[config.mk]
export PLATFORM = sky130hd
export DESIGN_NAME = dma_rd_req_arbiter_flat
export DESIGN_NICKNAME = d
export VERILOG_FILES = /design/src/rtl/dma_rd_req_arbiter_pkg.sv /design/src/rtl/dma_rd_req_arbiter_if.sv /design/src/rtl/dma_rd_req_arbiter_rr_arbiter.sv /design/src/rtl/dma_rd_req_arbiter.sv /design/src/flat_wrapper.sv
export SDC_FILE = /design/constraint.sdc
export NUM_CORES = 1
export LEC_CHECK = 0
export BUFFER_PORTS_ARGS = -buffer_cell sky130_fd_sc_hd__buf_4
export CAP_MARGIN = 25
export CORE_MARGIN = 2
export CORE_UTILIZATION = 45
export CTS_BUF_LIST = sky130_fd_sc_hd__clkbuf_16
export CTS_CLUSTER_DIAMETER = 150
export DETAILED_ROUTE_END_ITERATION = 10
export GPL_TIMING_DRIVEN = 1
export PLACE_DENSITY = 0.69
export SLEW_MARGIN = 10
export SYNTH_ARGS = -nofsm -noshare
export SYNTH_HDL_FRONTEND = slang
export SYNTH_SLANG_ARGS = --single-unit
[constraint.sdc]
create_clock -name i_pcie_clk -period 4.7 [get_ports i_pcie_clk]
set_input_delay 0.94 -clock i_pcie_clk [delete_from_list [all_inputs] [get_ports i_pcie_clk]]
set_output_delay 0.94 -clock i_pcie_clk [all_outputs]
set_load 0.01 [all_outputs]
[src/rtl/dma_rd_req_arbiter_pkg.sv]
// Shared types and helpers for the DMA read-request arbiter.
// Holds the FSM state encoding and the byte-length to completion-beat conversion.
package dma_rd_arb_pkg;

  typedef enum logic [1:0] {
    IDLE     = 2'd0,
    WAIT_ACK = 2'd1,
    RELEASE  = 2'd2
  } arb_state_e;

  // A length field of zero means a full 4 KiB read.
  localparam logic [11:0] LEN_4K   = 12'd0;
  localparam logic [8:0]  BEATS_4K = 9'd256;

  // Number of 128-bit completion beats a read of 'len' bytes returns.
  function automatic logic [8:0] beats(input logic [11:0] len);
    logic [8:0] b;
    if (len == LEN_4K) begin
      b = BEATS_4K;
    end else begin
      b = {1'b0, len[11:4]} + {8'd0, |len[3:0]};
    end
    return b;
  endfunction

endpackage

[src/rtl/dma_rd_req_arbiter_if.sv]
// PCIe-side bundle of the DMA read-request arbiter: the outgoing read-request
// channel and the incoming completion-beat notifications.
// Signal suffixes are named from the arbiter's point of view.
interface dma_rd_req_arbiter_if;

  logic        rd_req_o;
  logic [31:0] rd_req_addr_o;
  logic [11:0] rd_req_len_o;
  logic [7:0]  rd_req_tag_o;
  logic        rd_req_ack_i;
  logic        cpl_valid_i;
  logic [7:0]  cpl_tag_i;

  // Arbiter side
  modport master (
    output rd_req_o,
    output rd_req_addr_o,
    output rd_req_len_o,
    output rd_req_tag_o,
    input  rd_req_ack_i,
    input  cpl_valid_i,
    input  cpl_tag_i
  );

  // PCIe TX read-request engine side
  modport slave (
    input  rd_req_o,
    input  rd_req_addr_o,
    input  rd_req_len_o,
    input  rd_req_tag_o,
    output rd_req_ack_i,
    output cpl_valid_i,
    output cpl_tag_i
  );

endinterface

[src/rtl/dma_rd_req_arbiter_rr_arbiter.sv]
// Combinational round-robin picker: first eligible requester at or after the
// pointer, wrapping around. Produces a one-hot grant plus its index.
module rr_arbiter #(
  parameter int NUM_REQ = 2,
  parameter int IDX_W   = 1
) (
  input  logic [NUM_REQ-1:0] eligible_i,
  input  logic [IDX_W-1:0]   ptr_i,
  output logic [NUM_REQ-1:0] grant_o,
  output logic [IDX_W-1:0]   grant_idx_o,
  output logic               grant_any_o
);

  logic found;

  // Scan positions ptr, ptr+1, ... (mod NUM_REQ) and take the first eligible one.
  always_comb begin
    grant_o     = '0;
    grant_idx_o = '0;
    found       = 1'b0;
    for (int off = 0; off < NUM_REQ; off++) begin
      for (int k = 0; k < NUM_REQ; k++) begin
        if (!found && eligible_i[k] && (k == ((int'(ptr_i) + off) % NUM_REQ))) begin
          found       = 1'b1;
          grant_o[k]  = 1'b1;
          grant_idx_o = IDX_W'(k);
        end
      end
    end
    grant_any_o = found;
  end

endmodule

[src/rtl/dma_rd_req_arbiter.sv]
// Shares the single PCIe DMA read-request channel between NUM_REQ requesters.
// Round-robin grant, tag = requester index, and a per-requester outstanding
// completion-beat credit so no requester over-subscribes its receive FIFO.
module dma_rd_req_arbiter
  import dma_rd_arb_pkg::*;
#(
  parameter int NUM_REQ       = 2,
  parameter int MAX_OUT_BEATS = 512,
  parameter int CNT_W         = 16
) (
  input  logic                  i_pcie_clk,
  input  logic                  i_rst_n,
  input  logic [NUM_REQ-1:0]    req_i,
  input  logic [NUM_REQ*32-1:0] req_addr_i,
  input  logic [NUM_REQ*12-1:0] req_len_i,
  output logic [NUM_REQ-1:0]    req_ack_o,
  dma_rd_req_arbiter_if.master  pcie,
  output logic [NUM_REQ-1:0]    busy_o,
  output logic                  err_o
);

  localparam int IDX_W = (NUM_REQ > 1) ? $clog2(NUM_REQ) : 1;

  arb_state_e         state_q, state_d;
  logic [IDX_W-1:0]   ptr_q, ptr_d;
  logic [IDX_W-1:0]   gnt_q, gnt_d;
  logic               rd_req_q, rd_req_d;
  logic [31:0]        addr_q, addr_d;
  logic [11:0]        len_q, len_d;
  logic [NUM_REQ-1:0] req_ack_q, req_ack_d;
  logic [NUM_REQ-1:0] busy_q, busy_d;
  logic               err_q, err_d;
  logic [CNT_W-1:0]   out_cnt_q [NUM_REQ];
  logic [CNT_W-1:0]   out_cnt_d [NUM_REQ];

  logic [CNT_W-1:0]   req_beats [NUM_REQ];
  logic [NUM_REQ-1:0] eligible;
  logic [NUM_REQ-1:0] grant_oh;
  logic [IDX_W-1:0]   grant_idx;
  logic               grant_any;
  logic               grant_fire;

  // A requester may be granted only if its whole read still fits its receive FIFO.
  always_comb begin
    for (int k = 0; k < NUM_REQ; k++) begin
      req_beats[k] = CNT_W'(beats(req_len_i[12*k +: 12]));
      eligible[k]  = req_i[k] &&
                     ((out_cnt_q[k] + req_beats[k]) <= CNT_W'(MAX_OUT_BEATS));
    end
  end

  rr_arbiter #(
    .NUM_REQ (NUM_REQ),
    .IDX_W   (IDX_W)
  ) u_rr_arbiter (
    .eligible_i  (eligible),
    .ptr_i       (ptr_q),
    .grant_o     (grant_oh),
    .grant_idx_o (grant_idx),
    .grant_any_o (grant_any)
  );

  // Request FSM: grant in IDLE, hold the request until the engine accepts it, then one quiet cycle.
  always_comb begin
    state_d    = state_q;
    ptr_d      = ptr_q;
    gnt_d      = gnt_q;
    rd_req_d   = rd_req_q;
    addr_d     = addr_q;
    len_d      = len_q;
    req_ack_d  = '0;
    grant_fire = 1'b0;
    case (state_q)
      IDLE: begin
        if (grant_any) begin
          grant_fire = 1'b1;
          gnt_d      = grant_idx;
          rd_req_d   = 1'b1;
          for (int k = 0; k < NUM_REQ; k++) begin
            if (grant_oh[k]) begin
              addr_d = req_addr_i[32*k +: 32];
              len_d  = req_len_i[12*k +: 12];
            end
          end
          state_d = WAIT_ACK;
        end
      end
      WAIT_ACK: begin
        if (pcie.rd_req_ack_i) begin
          rd_req_d  = 1'b0;
          req_ack_d = NUM_REQ'(1) << gnt_q;
          ptr_d     = (gnt_q == IDX_W'(NUM_REQ - 1)) ? '0 : gnt_q + IDX_W'(1);
          state_d   = RELEASE;
        end
      end
      RELEASE: begin
        state_d = IDLE;
      end
      default: begin
        state_d = IDLE;
      end
    endcase
  end

  // Credit counters: charge at grant, return one beat per completion; a completion
  // landing in the same cycle as a charge on the same requester is netted against it.
  always_comb begin
    err_d = err_q;
    if (pcie.cpl_valid_i && (pcie.cpl_tag_i >= 8'(NUM_REQ))) begin
      err_d = 1'b1;
    end
    for (int k = 0; k < NUM_REQ; k++) begin
      out_cnt_d[k] = out_cnt_q[k];
      if (grant_fire && grant_oh[k] && pcie.cpl_valid_i && (pcie.cpl_tag_i == 8'(k))) begin
        out_cnt_d[k] = out_cnt_q[k] + req_beats[k] - CNT_W'(1);
      end else if (grant_fire && grant_oh[k]) begin
        out_cnt_d[k] = out_cnt_q[k] + req_beats[k];
      end else if (pcie.cpl_valid_i && (pcie.cpl_tag_i == 8'(k))) begin
        if (out_cnt_q[k] == '0) begin
          err_d = 1'b1;
        end else begin
          out_cnt_d[k] = out_cnt_q[k] - CNT_W'(1);
        end
      end
      busy_d[k] = (out_cnt_d[k] != '0);
    end
  end

  // State, request register, credit counters and flags; reset clears everything at once.
  always_ff @(posedge i_pcie_clk or negedge i_rst_n) begin
    if (!i_rst_n) begin
      state_q   <= IDLE;
      ptr_q     <= '0;
      gnt_q     <= '0;
      rd_req_q  <= 1'b0;
      addr_q    <= '0;
      len_q     <= '0;
      req_ack_q <= '0;
      busy_q    <= '0;
      err_q     <= 1'b0;
      for (int k = 0; k < NUM_REQ; k++) begin
        out_cnt_q[k] <= '0;
      end
    end else begin
      state_q   <= state_d;
      ptr_q     <= ptr_d;
      gnt_q     <= gnt_d;
      rd_req_q  <= rd_req_d;
      addr_q    <= addr_d;
      len_q     <= len_d;
      req_ack_q <= req_ack_d;
      busy_q    <= busy_d;
      err_q     <= err_d;
      for (int k = 0; k < NUM_REQ; k++) begin
        out_cnt_q[k] <= out_cnt_d[k];
      end
    end
  end

  assign pcie.rd_req_o      = rd_req_q;
  assign pcie.rd_req_addr_o = addr_q;
  assign pcie.rd_req_len_o  = len_q;
  assign pcie.rd_req_tag_o  = 8'(gnt_q);
  assign req_ack_o          = req_ack_q;
  assign busy_o             = busy_q;
  assign err_o              = err_q;

endmodule

[src/flat_wrapper.sv]
// flat-port wrapper written by rule: the top's interface ports become plain ports
module dma_rd_req_arbiter_flat import dma_rd_arb_pkg::*;
#(
  parameter int NUM_REQ       = 2,
  parameter int MAX_OUT_BEATS = 512,
  parameter int CNT_W         = 16
)
  (i_pcie_clk, i_rst_n, req_i, req_addr_i, req_len_i, req_ack_o, busy_o, err_o, pcie_rd_req_o, pcie_rd_req_addr_o, pcie_rd_req_len_o, pcie_rd_req_tag_o, pcie_rd_req_ack_i, pcie_cpl_valid_i, pcie_cpl_tag_i);
  dma_rd_req_arbiter_if pcie_i ();
  input  logic i_pcie_clk;
  input  logic i_rst_n;
  input  logic [NUM_REQ-1:0] req_i;
  input  logic [NUM_REQ*32-1:0] req_addr_i;
  input  logic [NUM_REQ*12-1:0] req_len_i;
  output logic [NUM_REQ-1:0] req_ack_o;
  output logic [NUM_REQ-1:0] busy_o;
  output logic err_o;
  output wire logic [$bits(pcie_i.rd_req_o)-1:0] pcie_rd_req_o;
  output wire logic [$bits(pcie_i.rd_req_addr_o)-1:0] pcie_rd_req_addr_o;
  output wire logic [$bits(pcie_i.rd_req_len_o)-1:0] pcie_rd_req_len_o;
  output wire logic [$bits(pcie_i.rd_req_tag_o)-1:0] pcie_rd_req_tag_o;
  input wire logic [$bits(pcie_i.rd_req_ack_i)-1:0] pcie_rd_req_ack_i;
  input wire logic [$bits(pcie_i.cpl_valid_i)-1:0] pcie_cpl_valid_i;
  input wire logic [$bits(pcie_i.cpl_tag_i)-1:0] pcie_cpl_tag_i;
  assign pcie_rd_req_o = pcie_i.rd_req_o;
  assign pcie_rd_req_addr_o = pcie_i.rd_req_addr_o;
  assign pcie_rd_req_len_o = pcie_i.rd_req_len_o;
  assign pcie_rd_req_tag_o = pcie_i.rd_req_tag_o;
  assign pcie_i.rd_req_ack_i = pcie_rd_req_ack_i;
  assign pcie_i.cpl_valid_i = pcie_cpl_valid_i;
  assign pcie_i.cpl_tag_i = pcie_cpl_tag_i;
  dma_rd_req_arbiter #(.NUM_REQ(NUM_REQ), .MAX_OUT_BEATS(MAX_OUT_BEATS), .CNT_W(CNT_W)) u_core (.i_pcie_clk(i_pcie_clk), .i_rst_n(i_rst_n), .req_i(req_i), .req_addr_i(req_addr_i), .req_len_i(req_len_i), .req_ack_o(req_ack_o), .pcie(pcie_i), .busy_o(busy_o), .err_o(err_o));
endmodule
After elaboration in Yosys (flattened, before gate mapping)
Index checks and enable logic that the tools add are counted.
{"block": "word_totals", "ff_bits": 86, "latchBits": 0, "ram_bits": 0, "rom_bits": 0, "output_inout_bits": 58, "wordCells": 114, "mem_count": 0}
{"block": "classes", "n_addsub": 10, "multipliers": 0, "div": 0, "magnitude_cmp": 3, "eq_ne": 5, "n_shift": 1, "mux": 43, "bitwise": 1, "reduce_logical": 40}
{"cell": "16-bit 2-to-1 mux", "count": 8}
{"cell": "32-bit zero test", "count": 2}
{"cell": "32-bit 2-to-1 mux", "count": 2}
{"cell": "16-bit by 1-bit subtractor with 16-bit output (second input constant)", "count": 4}
{"cell": "16-bit by 9-bit adder with 16-bit output", "count": 2}
{"cell": "16-bit by 10-bit <= comparator with 1-bit output (second input constant)", "count": 2}
{"cell": "16-bit zero test", "count": 2}
{"cell": "16-bit nonzero test", "count": 2}
{"cell": "12-bit zero test", "count": 2}
{"cell": "12-bit 2-to-1 mux", "count": 2}
{"cell": "1-bit 2-to-1 mux", "count": 23}
{"cell": "8-bit by 1-bit adder with 9-bit output", "count": 2}
{"cell": "1-bit logical AND", "count": 18}
{"cell": "9-bit 2-to-1 mux", "count": 2}
{"cell": "8-bit by 1-bit == test with 1-bit output (second input constant)", "count": 1}
{"cell": "8-bit by 2-bit >= comparator with 1-bit output (second input constant)", "count": 1}
{"cell": "8-bit zero test", "count": 1}
{"cell": "2-bit 2-to-1 mux", "count": 4}
{"cell": "4-bit OR reduction", "count": 2}
{"cell": "2-bit AND reduction", "count": 3}
{"cell": "3-bit AND reduction", "count": 2}
{"cell": "2-bit one-hot mux with 2 select lines", "count": 1}
{"cell": "2-bit nonzero test", "count": 2}
{"cell": "1-bit zero test", "count": 3}
{"cell": "other kinds (9)", "count": 10}

Logic depth before layout (Yosys ltp)
{"block": "logic_depth", "word_depth": 30, "depth_mapped": 20}

By module
From an unflattened synthesis, not the netlist that was laid out.
{"block": "hier_totals", "hier_cells": 807, "area_unflattened_um2": 6826.5}
{"module": "dma_rd_req_arbiter", "n_inst": 1, "cells_per_inst": 802, "area_per_inst_um2": 6794.0, "seq_area_each_um2": 2152.1}
{"module": "rr_arbiter", "n_inst": 1, "cells_per_inst": 5, "area_per_inst_um2": 32.5, "seq_area_each_um2": 0.0}

Least setup slack after synthesis
Ideal clock, no wire load.
{"block": "synth_path", "kind": "input to register", "from": "input req_len_i[1]", "to": "register u_core.busy_q[0], in the netlist u_core.busy_o[0]", "setup_time_ns": 0.139, "arrival_time_ns": 5.527, "required_ns": 4.561, "setup_slack_ns": -0.966, "stages": 18, "path_buffers": 1, "cell_sequence": "nor4_1 -> inv_1 -> ha_1 -> ha_1 -> nand3_1 -> xnor2_1 -> ha_1 -> and2_4 -> a221o_1 -> or3_1 -> a222oi_1 -> nand4_2 -> a2111oi_4 -> o31a_1 -> buf_6 -> nand3_2 -> a221o_1 -> or4_1"}
{"block": "synth_via", "elab_chain_len": 27}
{"item": "from (decl)", "line_no": "flat_wrapper.sv:14", "source": "input logic [NUM_REQ*12-1:0] req_len_i;"}
{"item": "4-bit OR reduction", "line_no": "dma_rd_req_arbiter_pkg.sv:21", "source": "b = {1'b0, len[11:4]} + {8'd0, |len[3:0]};"}
{"item": "8-bit by 1-bit adder with 9-bit output", "line_no": "dma_rd_req_arbiter_pkg.sv:21"}
{"item": "9-bit 2-to-1 mux *", "line_no": "dma_rd_req_arbiter_pkg.sv:18", "source": "if (len == LEN_4K) begin"}
{"item": "16-bit by 9-bit adder with 16-bit output *", "line_no": "dma_rd_req_arbiter.sv:48, dma_rd_req_arbiter.sv:115, dma_rd_req_arbiter.sv:117"}
{"item": "16-bit by 10-bit <= comparator with 1-bit output", "line_no": "dma_rd_req_arbiter.sv:48", "source": "((out_cnt_q[k] + req_beats[k]) <= CNT_W'(MAX_OUT_BEATS));"}
{"item": "1-bit logical AND", "line_no": "dma_rd_req_arbiter.sv:47", "source": "eligible[k] = req_i[k] &&"}
{"item": "1-bit logical AND", "line_no": "dma_rd_req_arbiter_rr_arbiter.sv:23", "source": "if (!found && eligible_i[k] && (k == ((int'(ptr_i) + off) % NUM_REQ))) begin"}
{"item": "1-bit 2-to-1 mux", "line_no": "dma_rd_req_arbiter_rr_arbiter.sv:23"}
{"item": "(+11 left out)"}
{"item": "1-bit 2-to-1 mux", "line_no": "dma_rd_req_arbiter_rr_arbiter.sv:23"}
{"item": "1-bit 2-to-1 mux", "line_no": "dma_rd_req_arbiter.sv:75", "source": "if (grant_any) begin"}
{"item": "1-bit 2-to-1 mux", "line_no": "dma_rd_req_arbiter.sv:73", "source": "case (state_q)"}
{"item": "1-bit logical AND", "line_no": "dma_rd_req_arbiter.sv:114, dma_rd_req_arbiter.sv:116"}
{"item": "1-bit logical AND (2 in series)", "line_no": "dma_rd_req_arbiter.sv:114", "source": "if (grant_fire && grant_oh[k] && pcie.cpl_valid_i && (pcie.cpl_tag_i == 8'(k))) begin"}
{"item": "16-bit 2-to-1 mux *", "line_no": "dma_rd_req_arbiter.sv:114"}
{"item": "16-bit nonzero test *", "line_no": "dma_rd_req_arbiter.sv:125", "source": "busy_d[k] = (out_cnt_d[k] != '0);"}
{"item": "net u_core.busy_d[0]", "line_no": "dma_rd_req_arbiter.sv:31", "source": "logic [NUM_REQ-1:0] busy_q, busy_d;"}
{"item": "to (signal assigned)", "line_no": "dma_rd_req_arbiter.sv:152", "source": "busy_q <= busy_d;"}
{"item": "to (decl)", "line_no": "dma_rd_req_arbiter.sv:31"}
The timed path passes the listed nets; every way through them passes the cells marked *.
A chain may end at the register's enable or synchronous reset.

Worst setup path after layout
{"block": "layout_path", "from": "input req_len_i[14]", "to": "register u_core.busy_q[0], in the netlist u_core.busy_o[0]"}
{"block": "layout_via", "elab_chain_len": 24}
{"item": "4-bit OR reduction", "line_no": "dma_rd_req_arbiter_pkg.sv:21"}
{"item": "8-bit by 1-bit adder with 9-bit output", "line_no": "dma_rd_req_arbiter_pkg.sv:21"}
{"item": "9-bit 2-to-1 mux *", "line_no": "dma_rd_req_arbiter_pkg.sv:18"}
{"item": "16-bit by 9-bit adder with 16-bit output *", "line_no": "dma_rd_req_arbiter.sv:48"}
{"item": "16-bit by 10-bit <= comparator with 1-bit output *", "line_no": "dma_rd_req_arbiter.sv:48"}
{"item": "1-bit logical AND *", "line_no": "dma_rd_req_arbiter.sv:47"}
{"item": "1-bit logical AND (2 in series)", "line_no": "dma_rd_req_arbiter_rr_arbiter.sv:23"}
{"item": "1-bit 2-to-1 mux", "line_no": "dma_rd_req_arbiter_rr_arbiter.sv:23"}
{"item": "(+7 left out)"}
{"item": "1-bit 2-to-1 mux", "line_no": "dma_rd_req_arbiter_rr_arbiter.sv:23"}
{"item": "1-bit 2-to-1 mux", "line_no": "dma_rd_req_arbiter.sv:75"}
{"item": "1-bit 2-to-1 mux", "line_no": "dma_rd_req_arbiter.sv:73"}
{"item": "1-bit logical AND *", "line_no": "dma_rd_req_arbiter.sv:114, dma_rd_req_arbiter.sv:116"}
{"item": "1-bit logical AND (2 in series)", "line_no": "dma_rd_req_arbiter.sv:114"}
{"item": "16-bit 2-to-1 mux *", "line_no": "dma_rd_req_arbiter.sv:114"}
{"item": "16-bit nonzero test *", "line_no": "dma_rd_req_arbiter.sv:125"}
{"item": "net u_core.busy_d[0]", "line_no": "dma_rd_req_arbiter.sv:31"}
Marks and branches as above.

==> impl_results.md <==
* Status: finished, violations left
* Failing checks: negative setup slack
* Aggregate global-route resource usage at 30.7%
* Worst-case clock buffer depth at 2
* Number of inserted filler cells in the final layout at 986
* Half-perimeter wire length of the detailed placement result at 17.1 mm
* H-tree Lvls at 3
* Final Hold Slack at 0.500 ns
* Critical path type: input pin to register
* Setup repair after global routing missed its margin: yes
* Max_slew headroom at 48.3%
* Hold Violations, Final at 0
* Slowest cell on the critical path: or4_1
* Total die area at 0.0163 mm2
* CTS Buf Count at 9
* Iteration count of the initial detailed-routing pass at 8
* Synthesized netlist cell count at 852
* CP Launch Type: input pin
* Final setup TNS at -33.76 ns
* Minimum setup slack in the final design at -0.769 ns
* DRC Markers at 0
* Total count of max-transition violations in the final report at 0
* Highest-count cells in the layout ignoring fill and taps: buf_4, nand2_1, dfrtp_1, nor2_1, xnor2_1
* Total number of nets in the final design at 1343
* Count of clock tree sinks at 86
* Maximum number of pins on one net before global-route repair at 58
* Dominant synthesized flop cell: dfrtp_1
* Post-route design area at 0.0114 mm2
* Number of antenna violations at the first check in global routing at 0
* Total setup violations reported at the end of the flow at 82
* Number of enable flip-flop cells after synthesis at 0
* Required time at the endpoint of the critical path at 4.91 ns
* Post-place instance area at 0.00952 mm2
* Total power consumption of the routed design at 0.00492 W
* Initial Util at 45.6%
* Antenna diode instance count at 0
* Reg clk slew, reported paths at 0.07 ns
* Share of layout cells above drive strength 1 at 45.1%
* Maximum clock rate at 183 MHz
* Number of warning messages in the yosys log at 0
* Highest ir drop seen on vdd at 0.000266 V
* Global-route congestion overflow total at 0
* Hold depth at 1
* Leading cell type in the layout, fill and taps excluded: buf_4
* Vias per Instance at 6.12
* Total of hold buffers inserted after clock tree synthesis at 0
* Top-level port count at 160
* Worst hold path type: register to register
* Global-route wire length before repair at 39.8 mm
* Data arrival, critical path at 5.68 ns
* Area Growth Syn to Fin at 65.1%
* Root cell of the clock tree: clkbuf_16
* Initial DRC Count at 892
* Leakage power of the design at 5.25 nW
* Per-instance average area after synthesis at 8.08 um2
* Post-synthesis sequential element count at 86
* Horiz. Die Dim at 128 um
* Clock latency on the worst-skew pair at 0.36 ns
* Critical path's most frequent cell: buf_4
* Post-synth design cell area at 0.00689 mm2
* Post-synth cell types at 74
* Average routed wire per standard cell at 21.1 um
* IO Port Bufs at 152
* Min Clock Period, post-route at 5.47 ns
* Core Footprint at 0.0151 mm2
* Maximum fanout along the worst path at 4
* Portion of the post-synthesis area used by sequential elements at 31.3%
* Via count of the first global-routing pass at 7778
* Worst-Margin Slew at 0.775 ns
* Detail Route Antenna Nets at 0
* Clock tree from TritonCTS: built
* Power per cell area at 432 mW/mm2
* Worst reg-to-reg setup slack at 0.43 ns
* Crit end category: register
* R2r worst-path depth at 15
* Pre-CTS setup slack at -1.01 ns
* Final clock skew at 0.0103 ns
* Cell row count at 45
* Slowest stage delay, CP at 0.46 ns
* Final GP Congestion at 0.884
* Height of the die at 128 um
* Crit path cell chain: buf_8 > nor4_4 > inv_1 > ha_4 > buf_4 > buf_4 > nand3_1 > xnor2_1 > ha_1 > o211ai_1 > buf_4 > buf_4 > o21ai_0 > mux2i_1 > a2111oi_4 > a31oi_2 > nand2b_4 > o31a_4 > or3_1 > a221o_1 > or4_1
* Reported max-cap violation count at 0
* Synth async-reset ratio at 100%
* Final period utilization at 116%
* Post-detailed-routing wire length at 29.6 mm
* Via Count at 8590
## worst max-delay path, delay by kind of cell
| family | cells | cell delay, ns |
|---|---|---|
| adder cells (fa/ha/maj) | 2 | 0.54 |
| AO/OA/AOI/OAI | 6 | 1.66 |
| AND/OR/NAND/NOR | 5 | 1.44 |
| XOR/XNOR | 1 | 0.11 |
| multiplexers | 1 | 0.20 |
| buffers and inverters | 6 | 0.80 |
## path summary, 6_finish.rpt
| kind | startpoint | to |
|---|---|---|
| hold / removal | u_core.err_o | u_core.err_o |
| hold reg to reg | u_core.err_o | u_core.err_o |
| min in group asynchronous | i_rst_n | u_core.busy_o[1] |
| setup reg to reg | u_core.out_cnt_q[19] | u_core.busy_o[0] |
| setup / recovery | req_len_i[14] | u_core.busy_o[0] |
| max in group asynchronous | i_rst_n | u_core.out_cnt_q[18] |
## per-layer routing
metal  up-vias  track usage (%)  wire length [um]
met5         -                0                 0
met4         0             10.9              1620
met3       157             5.68              2540
met2       530             51.9             14400
met1      4097             39.5             11100
li1       3806                -                 -
## through the flow
stage               util, %  instances
floorplan                 -        858
global placement       63.1       1327
detailed placement     63.1       1327
CTS                    71.3       1386
global route           75.3       1404
finish                 75.3       1404
## power breakdown
part / total [W] / internal (W) / switching (W) / leakage, nW
Combinational: 0.00274 / 0.00139 / 0.00135 / 4.01
Sequential: 0.00130 / 0.000981 / 0.000318 / 1.07
Clock: 0.000881 / 0.000530 / 0.000351 / 0.174
Total: 0.00492 / 0.00290 / 0.00202 / 5.25
## synthesized netlist by cell type, types with 5 or more instances
| cell type | n | area, um2 |
|---|---|---|
| nand2_1 | 142 | 533 |
| dfrtp_1 | 86 | 2150 |
| nor2_1 | 66 | 248 |
| xnor2_1 | 48 | 420 |
| a22oi_1 | 45 | 338 |
| a21oi_1 | 36 | 180 |
| clkbuf_1 | 33 | 124 |
| nand3_1 | 32 | 160 |
| nor3_1 | 31 | 155 |
| ha_1 | 28 | 350 |
| xor2_1 | 28 | 245 |
| o21ai_0 | 27 | 135 |
| inv_1 | 23 | 86.3 |
| nor4_1 | 17 | 106 |
| nand4_1 | 14 | 87.6 |
| and3_1 | 13 | 81.3 |
| a211oi_1 | 11 | 82.6 |
| or3_1 | 11 | 68.8 |
| a21o_1 | 10 | 75.1 |
| a31oi_1 | 10 | 62.6 |
| and2_1 | 8 | 50.1 |
| buf_4 | 8 | 60.1 |
| or2_2 | 8 | 50.1 |
| mux2i_1 | 6 | 60.1 |
| nor2b_1 | 6 | 37.5 |
| o211ai_1 | 6 | 45.0 |
| o21bai_1 | 6 | 45.0 |
| or4_1 | 6 | 45.0 |
| nand2b_1 | 5 | 31.3 |
| o21a_1 | 5 | 37.5 |
## state kept, by name, indices dropped and copies added, names as in the netlist
name                       flops
u_core.pcie.rd_req_addr_o     32
u_core.req_ack_o               2
u_core.err_o                   1
u_core.ptr_q                   1
u_core.out_cnt_q              32
u_core.gnt_q                   1
u_core.pcie.rd_req_o           1
u_core.busy_o                  2
u_core.pcie.rd_req_len_o      12
u_core.state_q                 2
## cells by family after synthesis
logic type | count (synthesis) | share of synthesized area [%]
XOR/XNOR | 76 | 9.67
other | 1 | 0.0545
flip-flops | 86 | 31.3
AO/OA/AOI/OAI | 199 | 20.7
AND/OR/NAND/NOR | 381 | 26.9
adder cells (fa/ha/maj) | 30 | 5.67
buffers and inverters | 70 | 4.43
multiplexers | 9 | 1.36
## cell type report
type	count	area, um2	area share, %
inverters	23	86.3	0.759
flip-flops and latches	86	2150	18.9
repair buffers	387	3290	29.0
clock buffers	9	225	1.98
clock inverters	7	130	1.14
well taps	188	235	2.07
multi-input cells	704	5250	46.1
## timing repair
item                                    CTS  global route
gates resized for setup                  99           117
pin swaps                                37            72
endpoints found under the setup margin   76            82
buffers inserted                         34            22
gates cloned                              9             6
Note: power is estimated with default switching activity, not from simulation.
